**config.mk**
```make
export PLATFORM = sky130hd
export DESIGN_NAME = pipe_hazard_ctrl
export DESIGN_NICKNAME = d
export VERILOG_FILES = /design/src/rtl/pipe_hazard_ctrl.sv
export SDC_FILE = /design/constraint.sdc
export NUM_CORES = 1
export LEC_CHECK = 0
export ABC_AREA = 1
export CAP_MARGIN = 20
export CORE_ASPECT_RATIO = 1.25
export CORE_UTILIZATION = 40
export DETAILED_ROUTE_END_ITERATION = 16
export PLACE_DENSITY = 0.68
export SYNTH_ARGS = -nofsm -noshare
export SYNTH_HDL_FRONTEND = slang
export SYNTH_SLANG_ARGS = --single-unit
```
**constraint.sdc**
```tcl
create_clock -name clk -period 2.9 [get_ports clk]
set_clock_uncertainty 0.15 [all_clocks]
set_input_delay 0.435 -clock clk [delete_from_list [all_inputs] [get_ports clk]]
set_output_delay 0.435 -clock clk [all_outputs]
set_load 0.03 [all_outputs]
```
**src/rtl/pipe_hazard_ctrl.sv**
```systemverilog
// Pipeline hazard and stall controller for the 5-stage core.
// Sequences load-use bubbles, external stalls and branch/trap redirects,
// holds trap requests that arrive while the pipeline is stalled, and
// keeps saturating performance counters.
module pipe_hazard_ctrl #(
  parameter int NUM_STALL_SRC = 3,
  parameter int LOAD_LAT      = 1,
  parameter int REG_AW        = 5,
  parameter int CNT_W         = 16
) (
  input  logic                     clk,
  input  logic                     rst,
  input  logic [NUM_STALL_SRC-1:0] stall_src,
  input  logic                     id_mem_read,
  input  logic [REG_AW-1:0]        id_rd_addr,
  input  logic [REG_AW-1:0]        rs1_addr,
  input  logic [REG_AW-1:0]        rs2_addr,
  input  logic                     rs1_used,
  input  logic                     rs2_used,
  input  logic                     br_redirect,
  input  logic                     trap_req,
  input  logic                     cnt_clr,
  output logic                     pc_we,
  output logic                     if_id_we,
  output logic                     id_exe_we,
  output logic                     exe_mem_we,
  output logic                     mem_wb_we,
  output logic                     if_flush,
  output logic                     id_flush,
  output logic                     trap_ack,
  output logic                     trap_pending,
  output logic [CNT_W-1:0]         stall_cnt,
  output logic [CNT_W-1:0]         bubble_cnt,
  output logic [CNT_W-1:0]         flush_cnt
);

  typedef enum logic {RUN, LU_BUBBLE} state_t;

  // Bubbles still owed after the first one; LOAD_LAT is at most 4.
  localparam logic [1:0] REM_INIT = 2'(LOAD_LAT - 1);

  state_t     state_q, state_d;
  logic [1:0] rem_q, rem_d;
  logic       trap_pend_d;
  logic       any_stall, lu_hit, trap_live, redir, bubble;

  assign any_stall = |stall_src;
  assign lu_hit    = id_mem_read && (id_rd_addr != '0) &&
                     ((rs1_used && (id_rd_addr == rs1_addr)) ||
                      (rs2_used && (id_rd_addr == rs2_addr)));
  assign trap_live = trap_req | trap_pending;
  assign redir     = br_redirect | trap_live;

  function automatic logic [CNT_W-1:0] sat_inc(input logic [CNT_W-1:0] v,
                                               input logic inc);
    return (inc && (v != '1)) ? CNT_W'(v + 1'b1) : v;
  endfunction

  // Priority decode of enables/flushes plus next-state for the bubble FSM.
  always_comb begin
    // NOTE: every output gets a default first so no path leaves one
    // unassigned; a missed branch would otherwise infer a latch.
    pc_we       = 1'b0;
    if_id_we    = 1'b0;
    id_exe_we   = 1'b0;
    exe_mem_we  = 1'b0;
    mem_wb_we   = 1'b0;
    if_flush    = 1'b0;
    id_flush    = 1'b0;
    trap_ack    = 1'b0;
    bubble      = 1'b0;
    state_d     = state_q;
    rem_d       = rem_q;
    trap_pend_d = trap_pending;

    if (rst) begin
      // Everything held quiet; the register block clears the state.
    end else if (any_stall) begin
      // Freeze the sequence, but remember a trap that shows up meanwhile.
      trap_pend_d = trap_pending | trap_req;
    end else if (redir) begin
      {pc_we, if_id_we, id_exe_we, exe_mem_we, mem_wb_we} = '1;
      if_flush    = 1'b1;
      id_flush    = 1'b1;
      trap_ack    = trap_live;
      trap_pend_d = 1'b0;
      state_d     = RUN;
      rem_d       = '0;
    end else if ((state_q == LU_BUBBLE) || lu_hit) begin
      bubble     = 1'b1;
      id_exe_we  = 1'b1;
      exe_mem_we = 1'b1;
      mem_wb_we  = 1'b1;
      id_flush   = 1'b1;
      if (state_q == LU_BUBBLE) begin
        if (rem_q <= 2'd1) begin
          state_d = RUN;
          rem_d   = '0;
        end else begin
          rem_d = rem_q - 2'd1;
        end
      end else if (LOAD_LAT > 1) begin
        state_d = LU_BUBBLE;
        rem_d   = REM_INIT;
      end
    end else begin
      {pc_we, if_id_we, id_exe_we, exe_mem_we, mem_wb_we} = '1;
    end
  end

  // State, pending trap and performance counters.
  always_ff @(posedge clk) begin
    // NOTE: non-blocking assignments so every register samples the
    // pre-edge values regardless of statement order.
    if (rst) begin
      state_q      <= RUN;
      rem_q        <= '0;
      trap_pending <= 1'b0;
      stall_cnt    <= '0;
      bubble_cnt   <= '0;
      flush_cnt    <= '0;
    end else begin
      state_q      <= state_d;
      rem_q        <= rem_d;
      trap_pending <= trap_pend_d;
      if (cnt_clr) begin
        stall_cnt  <= '0;
        bubble_cnt <= '0;
        flush_cnt  <= '0;
      end else begin
        stall_cnt  <= sat_inc(stall_cnt, any_stall);
        bubble_cnt <= sat_inc(bubble_cnt, bubble);
        flush_cnt  <= sat_inc(flush_cnt, if_flush);
      end
    end
  end

endmodule
```
==> flow_metrics.tcl, run 1 <==
set metrics [dict create \
    pwr-share-comb 0.102 \
    ir_drop_mv 0.288 \
    path_clk_slew_ns 0.09 \
    grt_max_degree 28 \
    synthCells 473 \
    hold_slack_ns 0.315 \
    core_area_um2 7400 \
    drcViolationCount 0 \
    cts_sinks 52 \
    crit_required_ns 2.32 \
    drt_iter0_markers 85 \
    h-tree-depth 2 \
    post_cts_buffers 0 \
    slew_headroom 0.502 \
    hpwl_um 5580 \
    portBuffers 82 \
    synthArstFlopShare 0 \
    die_y_um 99.7 \
    finalWirelength_um 7430 \
    antenna_found_initial 0 \
    p_int_mw 1.04 \
    power.leakage_nw 1.60 \
    yosysTopAreaCellShare 0.341 \
    fmax_mhz 363 \
    avgSynthCellArea_um2 6.45 \
    initial_utilization 0.413 \
    track_usage 0.196 \
    synth_flop_cell "dfxtp_1" \
    cts_made_buffers 5 \
    layout_worst_path_cycle_share 0.949 \
    layout_min_cycle_time_ns 2.75 \
    cts-root-buf "clkbuf_8" \
    row_count 35 \
    dp_slack_ns 0.00681 \
    ys_ff_latch 52 \
    via_count 3149 \
    synth_area_um2 3050 \
    crit_type "primary input to output pin" \
    cts.hold.buffers_added 0 \
    drive_above_1_share 0.0663 \
    yosys_warnings 0 \
    power.density_nw_per_um2 335 \
    nNetsFinal 586 \
    cp_max_fo 6 \
    yosys.cell_count.top_type "nand2_1" \
    route.detailed.wl_per_inst_um 11.4 \
    grt_setup_unrepaired "no" \
    p_seq_frac 0.526 \
    ys_seq_area_frac 0.341 \
    setup_slack_ns 0.148 \
    cts_tree "built" \
    swShare 0.240 \
    worstPathArrival_ns 2.17 \
    synth_cell_types 35 \
    syn_nets 502 \
    ant_nets 0 \
    gp_congestion 0.792 \
    hold_viol 0 \
    clkLatencyLatePin_ns 0.30 \
    die_x_um 80.1 \
    die_area_um2 7990 \
    setup_violations 0 \
    overflow 0 \
    synth_edf_count 0 \
    hp-class "register to register" \
    cts.repair.resized 0 \
    grt_pass1_vias 2885 \
    n_antenna_cell 0 \
    worstMarginPinSlew_ns 0.746 \
    status "complete, no violations" \
    maxSlewViolCount 0 \
    synth.area.top_cells "dfxtp_1 34%, nand2_1 13%, inv_1 10%, nor2_1 8.1%, nand4_1 4.3%" \
    io_pins 83 \
    crit_path_end_kind "output pin" \
    pwr-share-clk 0.371 \
    drt-vias-per-instance 4.84 \
    ys_top_cells_by_count "107 x nand2_1, 83 x inv_1, 66 x nor2_1" \
    drt_pre_antenna_iters 4 \
    area_growth_pct 33.5 \
    setup_tns_ns 0 \
    cap_violations 0 \
    fillers 762 \
    clk_path_buf_depth 2 \
    synth_top_cell_by_area "dfxtp_1" \
    worstSetupStartpointType "primary input" \
    grt_first_pass_wirelength_um 12600 \
    power.switching_mw 0.329 \
]
==> critical path, stage by stage <==
cell	delay, ns
clkdlybuf4s50_1	0.44
nor3_4	0.29
nand2_4	0.14
nor2_4	0.16
clkdlybuf4s50_1	0.69
==> sequential cells by signal (all words and copies together) (netlist names) <==
signal	flops
bubble_cnt	16
flush_cnt	16
rem_q	2
stall_cnt	16
state_q	1
trap_pending	1
==> per-layer routing <==
metal  track usage  up-vias  share of wire
met5             0        -              0
met4        0.0522        0         0.0090
met3        0.0339        7          0.044
met2         0.368       75           0.50
met1         0.225     1400           0.45
li1              -     1667              -
==> metrics by stage <==
stage	util	power (mW)	instances	cell area, µm²
2_1_floorplan	-	0.811	473	3050
3_3_place_gp	0.535	0.874	642	3960
3_5_place_dp	0.535	0.876	642	3960
4_1_cts	0.550	1.38	650	4070
5_1_grt	0.551	1.42	650	4080
6_report	0.551	1.37	650	4080
==> power groups by stage <==
| stage | Sequential (mW) | Clock [mW] | Combinational (mW) |
|---|---|---|---|
| floorplan | 0.741 | 0 | 0.0696 |
| global placement | 0.736 | 0 | 0.138 |
| detailed placement | 0.736 | 0 | 0.140 |
| CTS | 0.719 | 0.522 | 0.141 |
| global route | 0.720 | 0.544 | 0.154 |
| finish | 0.719 | 0.508 | 0.140 |
==> worst paths after layout <==
check,start,end,slack (ns),cells past startpoint
max,stall_src[1],if_flush,0.15,5
min,rem_q[1],rem_q[1],0.32,2
max reg2reg,bubble_cnt[0],bubble_cnt[5],0.94,9
min reg2reg,rem_q[1],rem_q[1],0.32,2
==> cells by family (layout without fill, tap and decap cells) <==
| family | count (synthesis) | in the layout | synth area share |
|---|---|---|---|
| AO/OA/AOI/OAI | 59 | 59 | 0.107 |
| flip-flops | 52 | 52 | 0.341 |
| AND/OR/NAND/NOR | 257 | 257 | 0.395 |
| adder cells (fa/ha/maj) | 3 | 3 | 0.0123 |
| XOR/XNOR | 6 | 6 | 0.0172 |
| buffers and inverters | 96 | 181 | 0.127 |
==> area by class of cell <==
class	instances	area, µm²	area share
Sequential cell	52	1040	0.255
Clock buffer	6	72.6	0.0178
Inverter	86	325	0.0798
Multi-Input combinational cell	325	1630	0.399
Tap cell	92	115	0.0282
Clock inverter	2	35.0	0.00860
Timing Repair Buffer	87	861	0.211
==> cells in the final DEF (no fill, tap or decap), drive strengths merged <==
master,n
dlymetal6s2s,2
nor4,6
ha,3
o21ai,20
nand3b,1
inv,86
xor2,5
o21bai,11
dfxtp,52
nor3,20
nand4,21
nor3b,2
nor2,74
xnor2,1
a21oi,25
buf,6
clkbuf,6
a211oi,1
clkinv,1
bufinv,1
and3,1
nand3,19
a31oi,2
clkdlybuf4s50,79
nand2,113
No activity file was read; power rests on OpenSTA's default activity.
==> run 2, diff against run 1 <==
--- a/config.mk
+++ b/config.mk
@@ -10,7 +10,7 @@
 export CORE_ASPECT_RATIO = 1.25
 export CORE_UTILIZATION = 40
 export DETAILED_ROUTE_END_ITERATION = 16
-export PLACE_DENSITY = 0.68
+export PLACE_DENSITY_LB_ADDON = 0.2
 export SYNTH_ARGS = -nofsm -noshare
 export SYNTH_HDL_FRONTEND = slang
 export SYNTH_SLANG_ARGS = --single-unit
==> run 2 against run 1 <==
Non-clock buffer count did not move. Cell count stayed put. Flip-flop and latch count unchanged. Largest power group unchanged. Highest routed layer unchanged.
==> flow_metrics.tcl, run 2 (synthesized netlist as in run 1, its figures left out) <==
set metrics [dict create \
    status "complete, no violations" \
    io_pins 83 \
    cts_tree "built" \
    antenna_found_initial 0 \
    final_cells 650 \
    area_growth_pct 32.9 \
    power.density_nw_per_um2 316 \
    hold_viol 0 \
    drt_iter0_markers 115 \
    nNetsFinal 586 \
    drt-vias-per-instance 4.88 \
    grt_setup_unrepaired "no" \
    die_y_um 99.7 \
    final_cell_mix "107 x nand2_1, 83 x inv_1, 79 x clkdlybuf4s50_1" \
    finalWirelength_um 7300 \
    setup_tns_ns 0 \
    worstMarginPinSlew_ns 0.760 \
    cts.hold.buffers_added 0 \
    crit_type "primary input to output pin" \
    drt_pre_antenna_iters 4 \
    layout_min_cycle_time_ns 2.72 \
    ant_nets 0 \
    overflow 0 \
    grt_pass1_vias 2884 \
    fmax_mhz 367 \
    fillers 760 \
    h-tree-depth 2 \
    clkLatencyLatePin_ns 0.30 \
    layout_worst_path_cycle_share 0.940 \
    r2r_cells 9 \
    grt_max_degree 28 \
    row_count 35 \
    grt_first_pass_wirelength_um 12000 \
    cts_made_buffers 5 \
    crit_path_end_kind "output pin" \
    via_count 3175 \
    hpwl_um 5460 \
    worstSetupStartpointType "primary input" \
    r2r_slack_ns 0.97 \
    dp.cells 642 \
    clk_path_buf_depth 2 \
    path_clk_slew_ns 0.09 \
    initial_utilization 0.413 \
    core_area_um2 7400 \
    drcViolationCount 0 \
    slew_headroom 0.493 \
    hold_path_depth 2 \
    final_common_cell "nand2_1" \
    cts_sinks 52 \
    power.leakage_nw 1.58 \
    die_area_um2 7990 \
    track_usage 0.186 \
    hp-class "register to register" \
    cp_max_fo 6 \
    maxSlewViolCount 0 \
    cpMaxStageDelayCell "clkdlybuf4s50_1" \
    portBuffers 82 \
    ir_drop_mv 0.245 \
    top_regs "bubble_cnt (16), flush_cnt (16), stall_cnt (16)" \
    setup_violations 0 \
    post_cts_buffers 0 \
    cp_common_cell "clkdlybuf4s50_1" \
    route.detailed.wl_per_inst_um 11.2 \
    worstPathArrival_ns 2.14 \
    n_antenna_cell 0 \
    crit_required_ns 2.32 \
    drive_above_1_share 0.0681 \
    cts-root-buf "clkbuf_8" \
    die_x_um 80.1 \
    gp_congestion 0.807 \
    max_stage_delay_ns 0.70 \
    cap_violations 0 \
    cp_cell_sequence "clkdlybuf4s50_1 -> nor3_4 -> nand2_4 -> nor2_4 -> clkdlybuf4s50_1" \
]
==> run 2: metrics by stage <==
| stage | hold slack (ns) | worst slack [ns] | instance area [µm²] | power (mW) | util |
|---|---|---|---|---|---|
| 3_3_place_gp | 0.294 | 0.0487 | 3960 | 0.874 | 0.535 |
| 6_report | 0.312 | 0.175 | 4060 | 1.28 | 0.548 |
| 3_5_place_dp | 0.294 | 0.00899 | 3960 | 0.876 | 0.535 |
| 2_1_floorplan | 0.281 | 0.657 | 3050 | 0.811 | - |
| 4_1_cts | 0.310 | 0.0158 | 4050 | 1.31 | 0.548 |
| 5_1_grt | 0.325 | 0.0453 | 4060 | 1.34 | 0.548 |
==> run 2: where the power goes <==
| group | leakage [nW] | switching, mW | internal [mW] |
|---|---|---|---|
| clock | 0.0510 | 0.234 | 0.191 |
| combinational | 1.11 | 0.0756 | 0.0639 |
| sequential | 0.419 | 0.00265 | 0.716 |
==> run 2: per-layer routing <==
metal	track usage	vias to the layer above	routed length (µm)
met3	0.0294	13	286
li1	-	1666	-
met1	0.211	1427	3260
met5	0	-	0
met4	0.0769	0	119
met2	0.338	69	3630
==> run 2: final cells by class <==
class                   instances  area, µm²  area share
multi-input cells             325       1630       0.401
flip-flops and latches         52       1040       0.257
repair buffers                 87        857       0.211
inverters                      86        325      0.0802
well taps                      92        115      0.0284
clock buffers                   6       82.6      0.0204
clock inverters                 2       10.0     0.00247
==> run 2: path summary, 6_finish.rpt <==
kind / startpoint / endpoint
setup / recovery: stall_src[1] / if_flush
hold reg to reg: rem_q[1] / rem_q[1]
setup reg to reg: bubble_cnt[0] / bubble_cnt[5]
hold / removal: rem_q[1] / rem_q[1]
==> run 2: critical path: cells and delay by family <==
kind	cells	cell delay [ns]
and+or+nand+nor	3	0.56
buffers and inverters	2	1.14
==> run 2: repair_timing <==
action	4_1_cts	5_1_grt
setup endpoints to repair	1	1
gates cloned	0	0
pin swaps	0	0
gates resized for setup	1	1
==> run 3, diff against run 2 <==
==> constraint.sdc (replaced) <==
create_clock -name clk -period 2.34 [get_ports clk]
set_clock_uncertainty 0.15 [all_clocks]
set_input_delay 0.351 -clock clk [delete_from_list [all_inputs] [get_ports clk]]
set_output_delay 0.351 -clock clk [all_outputs]
set_load 0.03 [all_outputs]
==> run 3 against run 2 <==
Highest routed layer unchanged. Clock-buffer cell count is the same. Critical path depth up 6. Die area stayed put. First-iteration DRC count decreased by 37%. Critical path type unchanged.
==> flow_metrics.tcl, run 3 (synthesized netlist as in run 1, its figures left out) <==
set metrics [dict create \
    initial_utilization 0.413 \
    worstSetupStartpointType "primary input" \
    cts_sinks 52 \
    r2r_slack_ns 0.39 \
    grt_max_degree 28 \
    timing.rr.end "bubble_cnt[4]" \
    clkLatencyLatePin_ns 0.30 \
    dp_slack_ns 0.0460 \
    hpwl_um 5500 \
    min_to "rem_q[1]" \
    drt_iter0_markers 72 \
    grt_pass1_vias 2819 \
    die_y_um 99.7 \
    hold_viol 0 \
    status "complete, no violations" \
    finalWirelength_um 7250 \
    power.leakage_nw 1.63 \
    fmax_mhz 446 \
    cp_cell_sequence "clkdlybuf4s50_1 -> inv_1 -> nand2_1 -> nand2_1 -> nor2_1 -> nand3_1 -> nand2_1 -> nand2_2 -> a21oi_2 -> nor2_2 -> buf_4" \
    cap_violations 0 \
    final_cell_mix "106 x nand2_1, 81 x inv_1, 72 x clkdlybuf4s50_1" \
    setup_tns_ns 0 \
    gp_congestion 0.839 \
    drt-vias-per-instance 4.83 \
    portBuffers 82 \
    placed_cell_area_um2 4010 \
    power.density_nw_per_um2 387 \
    setup_slack_ns 0.0975 \
    cp_common_cell "nand2_1" \
    final_cells 658 \
    grt_first_pass_wirelength_um 12000 \
    final_area_um2 4110 \
    drive_above_1_share 0.104 \
    row_count 35 \
    antenna_found_initial 0 \
    post_cts_buffers 0 \
    h-tree-depth 2 \
    crit_family "buffers and inverters" \
    cp.buffers_inverters 3 \
    die_area_um2 7990 \
    hold_slack_ns 0.309 \
    slew_headroom 0.525 \
    clk_path_buf_depth 2 \
    setup_violations 0 \
    p_total_mw 1.59 \
    drcViolationCount 0 \
    worstPathArrival_ns 1.74 \
    hp-class "register to register" \
    top_regs "bubble_cnt (16), flush_cnt (16), stall_cnt (16)" \
    track_usage 0.186 \
    overflow 0 \
    crit_type "primary input to output pin" \
    cts_made_buffers 5 \
    cp_max_fo 3 \
    n_antenna_cell 0 \
    io_pins 83 \
    crit_path_end_kind "output pin" \
    r2r_cells 11 \
    drt_pre_antenna_iters 4 \
    cts_tree "built" \
    worstReg2RegStart "bubble_cnt[0]" \
    ir_drop_mv 0.279 \
    crit_required_ns 1.84 \
    worstMarginPinSlew_ns 0.712 \
    ant_nets 0 \
    cts-root-buf "clkbuf_8" \
    core_area_um2 7400 \
    nNetsFinal 594 \
    via_count 3179 \
    layout_worst_path_cycle_share 0.958 \
    path_clk_slew_ns 0.08 \
    fin_util 0.556 \
    maxSlewViolCount 0 \
    area_growth_pct 34.8 \
    dp.cells 650 \
    cpMaxStageDelayCell "clkdlybuf4s50_1" \
    fillers 754 \
    min_from "rem_q[1]" \
    final_common_cell "nand2_1" \
    hold_path_depth 2 \
    route.detailed.wl_per_inst_um 11.0 \
    max_stage_delay_ns 0.50 \
    layout_min_cycle_time_ns 2.24 \
    die_x_um 80.1 \
]
-- run 3: changes by cell type in the layout (fill, tap and decap cells not counted), moves of 2 or more --
cell             delta
nor2_1              -2
nor2_2              +2
inv_1               -2
inv_2               +2
buf_4              +15
clkdlybuf4s50_1     -7
-- run 3: how the worst max path moves through the flow --
stage / endpoint / startpoint / slack (ns) / depth (start not counted)
floorplan: pc_we / trap_pending / 0.23 / 7
global placement: id_flush / id_rd_addr[3] / 0.08 / 10
detailed placement: pc_we / id_rd_addr[4] / 0.05 / 11
CTS: pc_we / id_rd_addr[4] / 0.04 / 11
global route: pc_we / id_rd_addr[1] / -0.01 / 11
finish: pc_we / id_rd_addr[1] / 0.1 / 11
-- run 3: final cells by class --
class                   instances  area (µm²)  share of cell area
inverters                      86         325              0.0791
clock buffers                   6        82.6              0.0201
repair buffers                 95         903               0.220
well taps                      92         115              0.0280
clock inverters                 2        10.0             0.00243
multi-input cells             325        1640               0.398
flip-flops and latches         52        1040               0.253
-- run 3: worst reg2reg max path, stage by stage, from the launching register on --
cell	delay [ns]
dfxtp_1	0.40
ha_1	0.20
nand2_1	0.10
nor2_1	0.19
nand4_1	0.18
nor2_2	0.18
nor2_4	0.06
buf_4	0.16
nand4_1	0.11
nand2_1	0.06
nand2_1	0.05
nor2_1	0.04
-- run 3: power breakdown --
group,leakage (nW),switching [mW],internal (mW)
Sequential,0.419,0.00331,0.888
Clock,0.0510,0.289,0.237
Combinational,1.16,0.0947,0.0817
-- run 3: what timing repair did --
action	4_1_cts	5_1_grt
resized for setup	0	9
endpoints found under the setup margin	0	3
hold buffers	0	0
-- run 3: layer usage --
metal / track usage / share of wire / vias up
li1: - / - / 1685
met2: 0.348 / 0.51 / 62
met3: 0.0284 / 0.040 / 4
met1: 0.216 / 0.44 / 1428
met4: 0.0481 / 0.0073 / 0
met5: 0 / 0 / -
==> variant, RTL diff (flow settings as in run 3) <==
Set the parameter `REG_AW` to 4 (it was 5).
--- a/src/rtl/pipe_hazard_ctrl.sv
+++ b/src/rtl/pipe_hazard_ctrl.sv
@@ -7,3 +7,3 @@
   parameter int LOAD_LAT      = 1,
-  parameter int REG_AW        = 5,
+  parameter int REG_AW        = 4,
   parameter int CNT_W         = 16
Ports: changed (resized id_rd_addr, rs1_addr and rs2_addr); port bits go from 83 to 80. No check against the original RTL was run, so the function may have changed too.
==> variant against run 3 <==
Design area down 2.6%. First-iteration DRC count increased by 94%. Critical path type unchanged. Global-route usage grew 0.43 points. Synthesized area down 2.3%. Sequential cell count stayed put. Non-clock buffer count fell by 8. Setup slack improved by 0.051 ns. Wire length fell by 1.1%. Power is 8.4% higher.
==> variant: results (changes against run 3) <==
* Status: finished, final reports clean (unchanged)
* Nets@finish at 565 (was 594)
* Post-synth net total at 481 (was 502)
* Vias in the first global route at 2836 (was 2819)
* Router iterations before antenna repair at 5 (was 4)
* # port buffers at 79 (was 82)
* Placed cell count at 621 (was 650)
* Synth Area per Inst at 6.56 um2 (was 6.45 um2)
* Leak at 0.00156 uW (was 0.00163 uW)
* Peak supply drop at 0.342 mV (was 0.279 mV)
* Final Wtd Congestion at 0.831 (was 0.839)
* Vias at 3012 (was 3179)
* Netlist cell types at 36 (was 35)
* DP Worst Slack at 0.0345 ns (was 0.0460 ns)
* Total GRT Usage at 0.190 (was 0.186)
* Wire length of the first global-routing pass at 12200 um (was 12000 um)
* Register area share after synthesis at 0.349 (was 0.341)
* Wire per inst at 11.4 um (was 11.0 um)
* Worst EP arrival at 1.69 ns (was 1.74 ns)
* Slowest stage delay, CP at 0.45 ns (was 0.50 ns)
* Area contributors post-synth: dfxtp_1 35%, nand2_1 12%, nor2_1 8.9%, inv_1 8.6%, nand4_1 4.4% (was dfxtp_1 34%, nand2_1 13%, inv_1 10%, nor2_1 8.1%, nand4_1 4.3%)
* Commonest cells in the netlist: 95 x nand2_1, 71 x nor2_1, 68 x inv_1 (was 107 x nand2_1, 83 x inv_1, 66 x nor2_1)
* Ant. Diodes at 0 (unchanged)
* CP max FO at 5 (was 3)
* Final WL at 7170 um (was 7250 um)
* Max-slew headroom at 0.481 (was 0.525)
* Layout cell share with drive strength beyond 1 at 0.0981 (was 0.104)
* DP HPWL at 5440 um (was 5500 um)
variant: cell count changes after synthesis, moves of 4 or more:
cell,change
nor2_1,+5
nand2_1,-12
inv_1,-15
o21ai_0,-9
xnor2_1,+4
o21ai_1,+5
inv_2,+4
variant: per-layer routing:
| metal | up-vias | share of wire | global-route usage |
|---|---|---|---|
| met5 | - | 0 | 0 |
| met4 | 0 | 0.0050 | 0.0476 |
| met3 | 2 | 0.044 | 0.0333 |
| met2 | 65 | 0.49 | 0.356 |
| met1 | 1328 | 0.46 | 0.219 |
| li1 | 1617 | - | - |
variant: final cells by class:
type	instances	area, um2
Inverter	76	288
Timing Repair Buffer	87	838
Fill cell	693	3100
Clock buffer	7	96.3
Tap cell	90	113
Sequential cell	52	1040
Multi-Input combinational cell	317	1600
Clock inverter	1	30.0
variant: timing repair:
action / in CTS / in global routing
hold buffers: 0 / 0
setup buffers: 0 / 1
gates resized for setup: 0 / 6
endpoints found under the setup margin: 0 / 3
variant: report_power, final:
part / switching (uW) / internal (uW)
sequential: 3.45 / 888
clock: 297 / 378
combinational: 87.1 / 74.1
variant: cells by family after synthesis:
kind of cell               after synthesis  share of synthesized area
DFF                                     52                      0.349
AOI/OAI and AO/OA                       56                      0.107
and+or+nand+nor                        249                      0.388
buffers and inverters                   86                      0.117
xor gates and xnor gates                 9                     0.0264
adders and majority gates                3                     0.0126
variant: final timing paths:
path	cells after the start	endpoint	start	slack, ns
worst max-delay path	11	if_id_we	id_rd_addr[0]	0.15
worst min-delay path	2	state_q$_SDFFE_PP0P_	state_q$_SDFFE_PP0P_	0.31
worst max register to register	9	bubble_cnt[5]$_SDFFE_PP0P_	bubble_cnt[0]$_SDFFE_PP0P_	0.39
worst min register to register	2	state_q$_SDFFE_PP0P_	state_q$_SDFFE_PP0P_	0.31
